<file path="src/rtl/lsu_pkg.sv">
// rtl/lsu_pkg.sv - shared types, constants and op decode for the load/store unit
package lsu_pkg;

    localparam logic [2:0] MEM_STATU_DEF = 3'b010;

    localparam logic [3:0] BE_B = 4'b0001;
    localparam logic [3:0] BE_H = 4'b0011;
    localparam logic [3:0] BE_W = 4'b1111;

    typedef enum logic [1:0] {
        ST_IDLE,
        ST_ACC0,
        ST_ACC1,
        ST_DONE
    } state_t;

    typedef enum logic [3:0] {
        OP_NONE,
        OP_W32,
        OP_W16,
        OP_W8,
        OP_R32,
        OP_R16,
        OP_R16U,
        OP_R8,
        OP_R8U
    } op_t;

    // Decode may assert several op strobes; the highest-priority one wins.
    function automatic op_t op_select(
        input logic w32, input logic w16, input logic w8, input logic r32,
        input logic r16, input logic r16u, input logic r8, input logic r8u
    );
        if (w32)  return OP_W32;
        if (w16)  return OP_W16;
        if (w8)   return OP_W8;
        if (r32)  return OP_R32;
        if (r16)  return OP_R16;
        if (r16u) return OP_R16U;
        if (r8)   return OP_R8;
        if (r8u)  return OP_R8U;
        return OP_NONE;
    endfunction

    function automatic logic op_is_store(input op_t op);
        return (op == OP_W32) || (op == OP_W16) || (op == OP_W8);
    endfunction

    function automatic logic [3:0] op_base_be(input op_t op);
        case (op)
            OP_W8, OP_R8, OP_R8U:    return BE_B;
            OP_W16, OP_R16, OP_R16U: return BE_H;
            OP_W32, OP_R32:          return BE_W;
            default:                 return 4'b0000;
        endcase
    endfunction

endpackage

</file>
<file path="src/rtl/lsu_align.sv">
// rtl/lsu_align.sv - byte-lane steering, misalignment detect and load extract/extend
module lsu_align
    import lsu_pkg::*;
(
    input  op_t         op,
    input  logic [1:0]  k,
    input  logic        beat,
    input  logic [31:0] wdata,
    input  logic [31:0] rdata0,
    input  logic [31:0] rdata1,
    output logic [3:0]  be,
    output logic [31:0] lane_wdata,
    output logic [31:0] load_data,
    output logic        misaligned
);

    logic [3:0]  base_be;
    logic [5:0]  shamt;
    logic [31:0] shifted;

    // Beat 0 carries the low part of the shifted access, beat 1 the spill into the next word.
    always_comb begin
        base_be    = op_base_be(op);
        shamt      = {1'b0, k, 3'b000};
        be         = beat ? (base_be >> (3'd4 - {1'b0, k})) : (base_be << k);
        lane_wdata = beat ? (wdata >> (6'd32 - shamt)) : (wdata << shamt);
        shifted    = (rdata0 >> shamt) | (rdata1 << (6'd32 - shamt));
        case (op)
            OP_R8:   load_data = {{24{shifted[7]}}, shifted[7:0]};
            OP_R8U:  load_data = {24'h000000, shifted[7:0]};
            OP_R16:  load_data = {{16{shifted[15]}}, shifted[15:0]};
            OP_R16U: load_data = {16'h0000, shifted[15:0]};
            default: load_data = shifted;
        endcase
        case (op)
            OP_W16, OP_R16, OP_R16U: misaligned = (k == 2'd3);
            OP_W32, OP_R32:          misaligned = (k != 2'd0);
            default:                 misaligned = 1'b0;
        endcase
    end

endmodule

</file>
<file path="src/rtl/lsu.sv">
// rtl/lsu.sv - load/store unit top; LSU_MISALIGN_EN splits misaligned accesses into two beats
module lsu #(
    parameter logic [2:0] MEM_STATU = lsu_pkg::MEM_STATU_DEF
) (
    input  logic        clk,
    input  logic        rst,
    input  logic [2:0]  statu,
    input  logic [31:0] addr,
    input  logic [31:0] wdata,
    input  logic        w8,
    input  logic        w16,
    input  logic        w32,
    input  logic        r8,
    input  logic        r16,
    input  logic        r32,
    input  logic        r8u,
    input  logic        r16u,
    output logic [31:0] rdata_out,
    output logic        rdy_lsu,
    output logic        misalign,
    output logic        bus_req,
    output logic        bus_we,
    output logic [31:0] bus_addr,
    output logic [3:0]  bus_be,
    output logic [31:0] bus_wdata,
    input  logic        bus_ack,
    input  logic [31:0] bus_rdata
);
    import lsu_pkg::*;

    state_t      state_q, state_d;
    op_t         op_q, op_d;
    logic [31:0] addr_q, addr_d;
    logic [31:0] wdata_q, wdata_d;
    logic [31:0] rdata_q, rdata_d;
    logic [31:0] rdata0_q, rdata0_d;
    logic        misalign_q, misalign_d;

    op_t         op_in, op_cur;
    logic [1:0]  k_cur;
    logic        armed, start, beat1, in_acc;
    logic [31:0] rd0, rd1;
    logic [3:0]  be;
    logic [31:0] lane_wdata, load_data;
    logic        misaligned, need_split, skip_bus;

    assign op_in  = op_select(w32, w16, w8, r32, r16, r16u, r8, r8u);
    assign armed  = (statu == MEM_STATU);
    assign start  = (state_q == ST_IDLE) && armed && (op_in != OP_NONE);
    assign beat1  = (state_q == ST_ACC1);
    assign in_acc = (state_q == ST_ACC0) || beat1;

    // In IDLE the aligner judges the incoming op; afterwards it works on the captured one.
    assign op_cur = (state_q == ST_IDLE) ? op_in : op_q;
    assign k_cur  = (state_q == ST_IDLE) ? addr[1:0] : addr_q[1:0];
    assign rd0    = beat1 ? rdata0_q : bus_rdata;
    assign rd1    = beat1 ? bus_rdata : 32'h0000_0000;

`ifdef LSU_MISALIGN_EN
    assign need_split = misaligned;
    assign skip_bus   = 1'b0;
`else
    assign need_split = 1'b0;
    assign skip_bus   = misaligned;
`endif

    lsu_align u_align (
        .op         (op_cur),
        .k          (k_cur),
        .beat       (beat1),
        .wdata      (wdata_q),
        .rdata0     (rd0),
        .rdata1     (rd1),
        .be         (be),
        .lane_wdata (lane_wdata),
        .load_data  (load_data),
        .misaligned (misaligned)
    );

    // State and operand registers; reset also drops bus_req at once since it decodes state.
    always_ff @(posedge clk or negedge rst) begin
        if (!rst) begin
            state_q    <= ST_IDLE;
            op_q       <= OP_NONE;
            addr_q     <= 32'h0000_0000;
            wdata_q    <= 32'h0000_0000;
            rdata_q    <= 32'h0000_0000;
            rdata0_q   <= 32'h0000_0000;
            misalign_q <= 1'b0;
        end else begin
            state_q    <= state_d;
            op_q       <= op_d;
            addr_q     <= addr_d;
            wdata_q    <= wdata_d;
            rdata_q    <= rdata_d;
            rdata0_q   <= rdata0_d;
            misalign_q <= misalign_d;
        end
    end

    // Next state: DONE waits for statu to leave so a held op does not retrigger.
    always_comb begin
        state_d = state_q;
        case (state_q)
            ST_IDLE: if (start)     state_d = skip_bus ? ST_DONE : ST_ACC0;
            ST_ACC0: if (bus_ack)   state_d = need_split ? ST_ACC1 : ST_DONE;
            ST_ACC1: if (bus_ack)   state_d = ST_DONE;
            ST_DONE: if (!armed)    state_d = ST_IDLE;
            default:                state_d = ST_IDLE;
        endcase
    end

    // Operand capture on IDLE exit, first-beat data hold, load result update entering DONE.
    always_comb begin
        op_d       = op_q;
        addr_d     = addr_q;
        wdata_d    = wdata_q;
        rdata_d    = rdata_q;
        rdata0_d   = rdata0_q;
        misalign_d = misalign_q;
        if (start) begin
            op_d       = op_in;
            addr_d     = addr;
            wdata_d    = wdata;
            misalign_d = skip_bus;
            if (skip_bus) begin
                rdata_d = 32'h0000_0000;
            end
        end
        if ((state_q == ST_ACC0) && bus_ack) begin
            rdata0_d = bus_rdata;
        end
        if (in_acc && bus_ack && (state_d == ST_DONE) && !op_is_store(op_q)) begin
            rdata_d = load_data;
        end
    end

    // Outputs decoded from registered state; bus fields are quiet outside an access.
    always_comb begin
        bus_req   = in_acc;
        rdy_lsu   = (state_q == ST_DONE);
        misalign  = misalign_q;
        rdata_out = rdata_q;
        bus_we    = in_acc && op_is_store(op_q);
        bus_addr  = in_acc ? ({addr_q[31:2], 2'b00} + (beat1 ? 32'd4 : 32'd0)) : 32'h0000_0000;
        bus_be    = in_acc ? be : 4'b0000;
        bus_wdata = in_acc ? lane_wdata : 32'h0000_0000;
    end

endmodule
</file>
<file path="config.mk">
export PLATFORM = sky130hd
export DESIGN_NAME = lsu
export DESIGN_NICKNAME = d
export VERILOG_FILES = /design/src/rtl/lsu_pkg.sv /design/src/rtl/lsu_align.sv /design/src/rtl/lsu.sv
export SDC_FILE = /design/constraint.sdc
export NUM_CORES = 1
export LEC_CHECK = 0
export CAP_MARGIN = 30
export CORE_MARGIN = 2
export CORE_UTILIZATION = 45
export CTS_CLUSTER_SIZE = 24
export DETAILED_ROUTE_END_ITERATION = 10
export PLACE_DENSITY_LB_ADDON = 0.25
export SETUP_SLACK_MARGIN = 0.4
export SKIP_LAST_GASP = 1
export SYNTH_ARGS = -nofsm -noshare
export SYNTH_HDL_FRONTEND = slang
export SYNTH_SLANG_ARGS = --single-unit
</file>
<file path="constraint.sdc">
create_clock -name clk -period 5.19 [get_ports clk]
set_clock_uncertainty 0.1 [all_clocks]
set_input_delay 1.038 -clock clk [delete_from_list [all_inputs] [get_ports clk]]
set_output_delay 1.038 -clock clk [all_outputs]
set_load 0.05 [all_outputs]
</file>
==> results.txt, run 1 <==
----------------------------------------------------
[Critical path]
  Capturing point of the worst reg2reg path ... rdata_out[28]
  Critical Path Sink ... bus_be[0]
  Number of buffer and inverter stages on the critical path ... 3
  Stages on worst setup path ... 12
  Data required time of the worst path ... 4050 ps
  Largest fanout on the critical path ... 4
  Slack of the worst reg-to-reg path ... 1270 ps
  R2R cell count ... 11
  Critical Path, Cell by Cell ... clkdlybuf4s50_1 > a21oi_1 > o21bai_1 > a21oi_2 > a21o_1 > buf_4 > ha_1 > mux2i_2 > nor3_2 > o21ai_1 > a221oi_4 > buf_6
  Startpoint of the most critical register-to-register path ... state_q[1]
  Launching element type of the critical path ... input pin
  Critical Path Start ... r8
  Master of the slowest instance on the critical path ... sky130_fd_sc_hd__clkdlybuf4s50_1
  Endpoint class of the critical path ... output pin
  Worst setup path class ... input pin to output pin
  Crit path arrival time ... 3630 ps
  Peak per-stage delay on the critical path ... 520 ps
  Delay-heaviest family, CP ... compound AO/OA/AOI/OAI gates

[Route]
  Post-detailed-routing wire length ... 29500 µm
  Remaining number of nets flagged by the antenna check after routing ... 0
  Number of design-rule violations left by the first detailed-router iteration ... 986
  Avg Vias per Cell ... 5.96
  Remaining routing DRC violations ... 0
  DR pass1 iterations ... 6
  Wire length per cell after detailed routing ... 19.2 µm
  Total number of vias ... 9151

[Yosys]
  Number of distinct standard cells referenced by the synthesized netlist ... 76
  Synth area leader ... sky130_fd_sc_hd__dfrtp_1
  Netlist area before placement ... 0.00932 mm²
  Count of synthesis-stage warnings from yosys ... 0
  Number of flops mapped to enable cells by yosys ... 0
  Synth Flop Type ... sky130_fd_sc_hd__dfrtp_1
  Share of the synthesized area in the top cell type ... 0.363
  Sequential element share of the synthesized area ... 0.363
  Largest cells by area after synthesis ... sky130_fd_sc_hd__dfrtp_1, sky130_fd_sc_hd__nand2_1, sky130_fd_sc_hd__mux4_2
  Fraction of registers with async set or reset after synthesis ... 1.00
  Post-Synthesis Mean Instance Area ... 8.65 µm²
  Synthesized instance count ... 1077
  Number of storage elements in the synthesis netlist ... 135

[STA]
  Setup TNS ... 0 ps
  Final Max Tran Viols ... 0
  Timing-limited maximum frequency ... 210 MHz
  Final setup violation count ... 0
  Unrepaired setup endpoints after global routing ... yes
  Final clock period utilization by the worst path ... 0.919
  Minimum period implied by the final worst setup slack ... 4770 ps
  Final hold violations ... 0
  Least-Margin Pin Slew ... 948 ps
  Slew headroom ... 0.364

[Global routing]
  Total routing usage reported by global routing ... 0.269
  Vias in the first global route ... 8468
  First-pass GRT wire length ... 46600 µm
  Congestion Overflow GR ... 0
  Antenna violations before repair ... 0
  Maximum number of pins on one net before global-route repair ... 73

[CTS]
  Clock H-tree levels ... 4
  Number of buffers created by CTS ... 17
  Clock insertion delay at the later pin of the skew report ... 420 ps
  Clock transition time at the flip-flop clock pins of the worst setup and hold paths ... 60 ps
  Clock tree sinks ... 135
  TritonCTS clock tree ... done
  CTS Root Buffer Type ... sky130_fd_sc_hd__clkbuf_16
  CTS Buffer Depth ... 2

[Layout]
  Antenna diode count ... 0
  Leading cell type in the layout, fill and taps excluded ... sky130_fd_sc_hd__nand2_1
  Fill cell total of the finished layout ... 1716
  Number of nets in the finished design ... 1377
  Area growth from synthesis to layout ... 37.6%
  Share of final-layout standard cells stronger than drive strength 1 ... 0.177
  Leading cell types in the layout, fill and taps excluded ... sky130_fd_sc_hd__nand2_1, sky130_fd_sc_hd__clkdlybuf4s50_1, sky130_fd_sc_hd__dfrtp_1

[Placement]
  HPWL after DPL ... 20500 µm
  Count of input and output buffers ... 211
  Weighted congestion reported at the end of routability-driven placement ... 0.866

[Die]
  Die boundary width ... 148 µm
  Die outline height ... 148 µm
  Initial standard-cell utilization of the core ... 0.459
  Die outline area ... 0.0219 mm²
  Standard-cell row count ... 52
  I/O pin count ... 214
  Core Region ... 0.0203 mm²

[Flow run]
  Max-capacitance violation count ... 0

[Min path]
  Worst hold path class ... flip-flop to flip-flop

[Status]
  Outcome ... complete, no violations

----------------------------------------------------
## worst min path at each step
stage	depth (start not counted)	to	startpoint
CTS	1	misalign	misalign
detailed placement	1	misalign	misalign
finish	1	misalign	misalign
global route	1	misalign	misalign
floorplan	2	addr_q[1]	addr_q[1]
global placement	1	misalign	misalign
## registers in the layout, summed over array words and instances, names as in the netlist
| name | cells |
|---|---|
| op_q | 4 |
| rdata0_q | 32 |
| state_q | 2 |
| rdata_out | 32 |
| addr_q | 32 |
| wdata_q | 32 |
| misalign | 1 |
## cell type report
class	count	area [µm²]	area share
Tap cell	270	338	0.0264
Clock inverter	13	145	0.0113
Sequential cell	135	3380	0.264
Timing Repair Buffer	238	2700	0.211
Inverter	18	70.1	0.00547
Clock buffer	19	443	0.0346
Multi-Input combinational cell	843	5740	0.448
## cell families (layout without fill, tap and decap cells)
kind of cell | count (synthesis) | in the layout | share of synthesized area
flops | 135 | 135 | 0.363
fa+ha+maj | 14 | 14 | 0.0188
mux | 86 | 86 | 0.138
buf+inv | 100 | 288 | 0.0505
simple gates | 482 | 482 | 0.218
xor+xnor | 23 | 23 | 0.0216
compound gates | 236 | 236 | 0.190
other cells | 1 | 2 | 0.000403
## Yosys cell counts (all sizes together), types with 2 or more instances
| master | n |
|---|---|
| o311ai | 2 |
| a221o | 5 |
| nor4 | 3 |
| nand4 | 7 |
| inv | 18 |
| a222oi | 7 |
| nor2b | 2 |
| a21boi | 10 |
| o31ai | 4 |
| a32o | 17 |
| a22o | 20 |
| clkbuf | 47 |
| a21oi | 55 |
| dfrtp | 135 |
| mux2 | 39 |
| mux4 | 29 |
| or3 | 7 |
| and4 | 2 |
| nand3 | 29 |
| a31oi | 19 |
| o32a | 2 |
| xnor2 | 7 |
| nor2 | 54 |
| a311oi | 2 |
| a211o | 10 |
| nor3 | 7 |
| o211ai | 11 |
| a32oi | 11 |
| nand2b | 2 |
| o32ai | 2 |
| and2 | 12 |
| o21ai | 27 |
| nand2 | 335 |
| and3 | 15 |
| a211oi | 3 |
| mux2i | 18 |
| a21o | 2 |
| ha | 14 |
| nand3b | 2 |
| a31o | 2 |
| o221ai | 3 |
| xor2 | 16 |
| buf | 35 |
| o22ai | 8 |
| o22a | 8 |
## per-layer routing
layer | GRT usage | wire (µm) | up-vias
met4 | 0.0757 | 593 | 0
met2 | 0.399 | 13200 | 510
met5 | 0 | 0 | -
li1 | - | - | 4214
met1 | 0.399 | 12900 | 4385
met3 | 0.0590 | 2830 | 42
## through the flow
step / utilization / std cells / setup WS [ps] / cell area, µm² / hold WS (ps)
after CTS: 0.629 / 1534 / 421 / 12800 / 382
after global placement: 0.595 / 1498 / 215 / 12100 / 362
after global routing: 0.631 / 1536 / 343 / 12800 / 394
final: 0.631 / 1536 / 422 / 12800 / 378
after floorplan: - / 1078 / 404 / 9530 / 345
after detailed placement: 0.597 / 1499 / 145 / 12100 / 369
## what timing repair did
item | 4_1_cts | 5_1_grt
pin swaps | 4 | 6
hold buffers | 0 | 0
hold endpoints to repair | 0 | 0
cloned | 0 | 0
setup endpoints to repair | 4 | 15
buffers inserted | 3 | 2
gates resized for setup | 10 | 12
Power of run 1 is not shown: default switching activity piles up to over one toggle a cycle in this logic, so the estimate is an artifact.
==> run 2: changes to the inputs <==
Settings changed: CTS_CLUSTER_SIZE 24 to 30.
==> results of run 2 <==
Final layout, timing and power as in run 1 (identical DEF).
Power of run 2 is left out for the same reason.
==> run 3: changes to the inputs <==
Settings changed: CELL_PAD_IN_SITES_DETAIL_PLACEMENT set to 1, CELL_PAD_IN_SITES_GLOBAL_PLACEMENT set to 1, CORE_MARGIN 2 to 8, CORE_UTILIZATION 45 to 40, SYNTH_HIERARCHICAL set to 1.
==> results.txt, run 3 <==
----------------------------------------------------
[Status]
  Outcome ... complete, no violations (unchanged)

[Global routing]
  Vias in the first global route ... 9407 (was 8468)
  Antenna violations before repair ... 2 (was 0)
  Global-route track usage on met3 ... 0.0666 (was 0.0590)
  Total routing usage reported by global routing ... 0.229 (was 0.269)
  Global routing usage on met1 ... 0.256 (was 0.399)
  Busiest grt layer ... met2 (unchanged)
  First-pass GRT wire length ... 52600 µm (was 46600 µm)
  GR Util met2 ... 0.411 (was 0.399)
  Maximum number of pins on one net before global-route repair ... 65 (was 73)
  Congestion Overflow GR ... 0 (unchanged)

[Critical path]
  Number of buffer and inverter stages on the critical path ... 4 (was 3)
  Data required time of the worst path ... 4050 ps (about the same)
  Master of the slowest instance on the critical path ... sky130_fd_sc_hd__clkdlybuf4s50_1 (unchanged)
  Worst setup path class ... input pin to output pin (unchanged)
  Capturing point of the worst reg2reg path ... rdata_out[12] (was rdata_out[28])
  Stages on worst setup path ... 12 (unchanged)
  Critical Path Start ... w16 (was r8)
  Peak per-stage delay on the critical path ... 490 ps (was 520 ps)
  Critical Path, Cell by Cell ... clkdlybuf4s50_1 > nor2_1 > a21oi_1 > mux2_4 > buf_4 > ha_1 > a2111oi_4 > buf_4 > a221oi_2 > o22ai_1 > and2_2 > buf_12 (was clkdlybuf4s50_1 > a21oi_1 > o21bai_1 > a21oi_2 > a21o_1 > buf_4 > ha_1 > mux2i_2 > nor3_2 > o21ai_1 > a221oi_4 > buf_6)
  Critical Path Sink ... bus_be[1] (was bus_be[0])
  Delay-heaviest family, CP ... buffers and inverters (was compound AO/OA/AOI/OAI gates)
  Slack of the worst reg-to-reg path ... 930 ps (was 1270 ps)
  Largest fanout on the critical path ... 5 (was 4)
  Most common cell type on the critical path ... sky130_fd_sc_hd__buf_4
  Launching element type of the critical path ... input pin (unchanged)
  Crit path arrival time ... 3740 ps (was 3630 ps)
  Startpoint of the most critical register-to-register path ... state_q[1] (unchanged)
  Endpoint class of the critical path ... output pin (unchanged)
  R2R cell count ... 12 (was 11)

[Layout]
  Layout Utilization ... 0.556 (was 0.631)
  Share of final-layout standard cells stronger than drive strength 1 ... 0.218 (was 0.177)
  Number of nets in the finished design ... 1284 (was 1377)
  Leading cell type in the layout, fill and taps excluded ... sky130_fd_sc_hd__clkdlybuf4s50_1 (was sky130_fd_sc_hd__nand2_1)
  Area growth from synthesis to layout ... 36.3% (was 37.6%)
  Fill cell total of the finished layout ... 2528 (was 1716)
  Multi-input combinational cell area ... 0.00598 mm² (was 0.00574 mm²)
  Number of standard cells in the final layout excluding fillers ... 1493 (was 1536)
  Leading cell types in the layout, fill and taps excluded ... sky130_fd_sc_hd__clkdlybuf4s50_1, sky130_fd_sc_hd__dfrtp_1, sky130_fd_sc_hd__mux2_1 (was sky130_fd_sc_hd__nand2_1, sky130_fd_sc_hd__clkdlybuf4s50_1, sky130_fd_sc_hd__dfrtp_1)
  Seq. cell area ... 0.00338 mm² (unchanged)

[Placement]
  Count of input and output buffers ... 211 (unchanged)
  Post-place setup slack ... 95.3 ps (was 145 ps)
  HPWL after DPL ... 23400 µm (was 20500 µm)
  Weighted congestion reported at the end of routability-driven placement ... 0.818 (was 0.866)
  Instance count after placement with tap cells included ... 1445 (was 1499)

[Yosys]
  Synthesized instance count ... 968 (was 1077)
  Number of flops mapped to enable cells by yosys ... 0 (unchanged)
  Sequential element share of the synthesized area ... 0.353 (was 0.363)
  Number of distinct standard cells referenced by the synthesized netlist ... 69 (was 76)
  List of most frequent post-synthesis cells ... sky130_fd_sc_hd__dfrtp_1, sky130_fd_sc_hd__and2_1, sky130_fd_sc_hd__mux2_1, sky130_fd_sc_hd__mux2_2, sky130_fd_sc_hd__mux2i_1 (was sky130_fd_sc_hd__nand2_1, sky130_fd_sc_hd__dfrtp_1, sky130_fd_sc_hd__a21oi_1, sky130_fd_sc_hd__nor2_1, sky130_fd_sc_hd__clkbuf_1)
  Synth area leader ... sky130_fd_sc_hd__dfrtp_1 (unchanged)
  Fraction of registers with async set or reset after synthesis ... 1.00 (unchanged)
  Post-Synthesis Mean Instance Area ... 9.89 µm² (was 8.65 µm²)
  Netlist area before placement ... 0.00957 mm² (was 0.00932 mm²)
  Number of storage elements in the synthesis netlist ... 135 (unchanged)
  Count of synthesis-stage warnings from yosys ... 6 (was 0)
  Largest cells by area after synthesis ... sky130_fd_sc_hd__dfrtp_1, sky130_fd_sc_hd__mux2_1, sky130_fd_sc_hd__mux2_2 (was sky130_fd_sc_hd__dfrtp_1, sky130_fd_sc_hd__nand2_1, sky130_fd_sc_hd__mux4_2)
  Synth Flop Type ... sky130_fd_sc_hd__dfrtp_1 (unchanged)
  Dominant cell by count in the synthesized netlist ... sky130_fd_sc_hd__dfrtp_1 (was sky130_fd_sc_hd__nand2_1)
  Share of the synthesized area in the top cell type ... 0.353 (was 0.363)

[STA]
  Final hold violations ... 0 (unchanged)
  Setup ws final ... 311 ps (was 422 ps)
  Unrepaired setup endpoints after global routing ... yes (unchanged)
  Final clock period utilization by the worst path ... 0.940 (was 0.919)
  Final Max Tran Viols ... 0 (unchanged)
  Setup TNS ... 0 ps (unchanged)
  Slew headroom ... 0.405 (was 0.364)
  Least-Margin Pin Slew ... 889 ps (was 948 ps)
  Minimum period implied by the final worst setup slack ... 4880 ps (was 4770 ps)
  Final setup violation count ... 0 (unchanged)
  Timing-limited maximum frequency ... 205 MHz (was 210 MHz)

[CTS]
  Number of buffers created by CTS ... 17 (unchanged)
  Clock H-tree levels ... 4 (unchanged)
  Post-cts hold buffer count ... 0 (unchanged)
  Clock tree sinks ... 135 (unchanged)
  Clock insertion delay at the later pin of the skew report ... 430 ps (was 420 ps)
  CTS Root Buffer Type ... sky130_fd_sc_hd__clkbuf_16 (unchanged)
  TritonCTS clock tree ... done (unchanged)
  CTS Buffer Depth ... 2 (unchanged)
  Clock transition time at the flip-flop clock pins of the worst setup and hold paths ... 60 ps (about the same)

[Die]
  Initial standard-cell utilization of the core ... 0.408 (was 0.459)
  Die boundary width ... 171 µm (was 148 µm)
  Die outline area ... 0.0291 mm² (was 0.0219 mm²)
  Die outline height ... 171 µm (was 148 µm)
  I/O pin count ... 214 (unchanged)
  Core Region ... 0.0235 mm² (was 0.0203 mm²)
  Standard-cell row count ... 56 (was 52)

[Min path]
  Worst hold path class ... flip-flop to flip-flop (unchanged)
  HP Start ... addr_q[1] (was misalign)

[Route]
  Total number of vias ... 8504 (was 9151)
  Number of design-rule violations left by the first detailed-router iteration ... 431 (was 986)
  Remaining routing DRC violations ... 0 (unchanged)
  Post-detailed-routing wire length ... 33800 µm (was 29500 µm)
  DR pass1 iterations ... 5 (was 6)
  Remaining number of nets flagged by the antenna check after routing ... 0 (unchanged)
  Avg Vias per Cell ... 5.70 (was 5.96)
  Wire length per cell after detailed routing ... 22.7 µm (was 19.2 µm)

[Flow run]
  Max-capacitance violation count ... 0 (unchanged)

----------------------------------------------------
==> run 3: how the worst min path moves through the flow <==
stage / cells after the start / endpoint / slack, ps
after global routing: 1 / rdata0_q[2] / 410
after CTS: 1 / addr_q[1] / 390
after global placement: 1 / addr_q[1] / 370
after detailed placement: 1 / addr_q[1] / 380
final: 1 / addr_q[1] / 390
after floorplan: 1 / addr_q[0] / 350
==> run 3: cells by family (layout without fill, tap and decap cells) <==
kind of cell,count (synthesis),count (layout),share of synthesized area
xor+xnor,28,28,0.0256
buf+inv,93,297,0.0460
compound gates,245,245,0.182
simple gates,251,251,0.145
flops,135,135,0.353
mux,201,201,0.230
other cells,1,3,0.000392
fa+ha+maj,14,14,0.0183
==> run 3: final cells by class <==
class	instances	area share
antenna	1	0.000192
clock buffer	21	0.0353
clock inverter	11	0.0113
inverter	16	0.00460
multi-input combinational	741	0.458
sequential	135	0.259
tap	319	0.0306
timing repair buffer	249	0.201
==> run 3: per-stage QoR <==
step,area [µm²],hold slack (ps)
5_1_grt,13000,411
3_3_place_gp,12100,365
6_report,13000,387
3_5_place_dp,12100,376
4_1_cts,12800,389
2_1_floorplan,9620,354
==> run 3: per-layer routing <==
metal / vias up / wire length (µm)
li1: 3945 / -
met1: 4273 / 13300
met2: 220 / 17500
met3: 62 / 2100
met4: 4 / 862
met5: - / 27
==> run 3: what timing repair did <==
action                     4_1_cts  5_1_grt
setup buffers                    5       10
pin swaps                        5        9
setup endpoints to repair       16       32
resized for setup               13       23
==> run 3: worst reg2reg max path, cell delays in order (launching register included) <==
cell and delay (ps):
sky130_fd_sc_hd__dfrtp_1 460, sky130_fd_sc_hd__inv_1 190, sky130_fd_sc_hd__ha_4 250, sky130_fd_sc_hd__mux2_4 190, sky130_fd_sc_hd__buf_4 640, sky130_fd_sc_hd__buf_4 830
sky130_fd_sc_hd__ha_1 300, sky130_fd_sc_hd__inv_1 50, sky130_fd_sc_hd__o32ai_1 160, sky130_fd_sc_hd__nand2_2 160, sky130_fd_sc_hd__a311oi_4 270, sky130_fd_sc_hd__buf_4 380
sky130_fd_sc_hd__a22o_1 230
Power of run 3 is left out for the same reason.
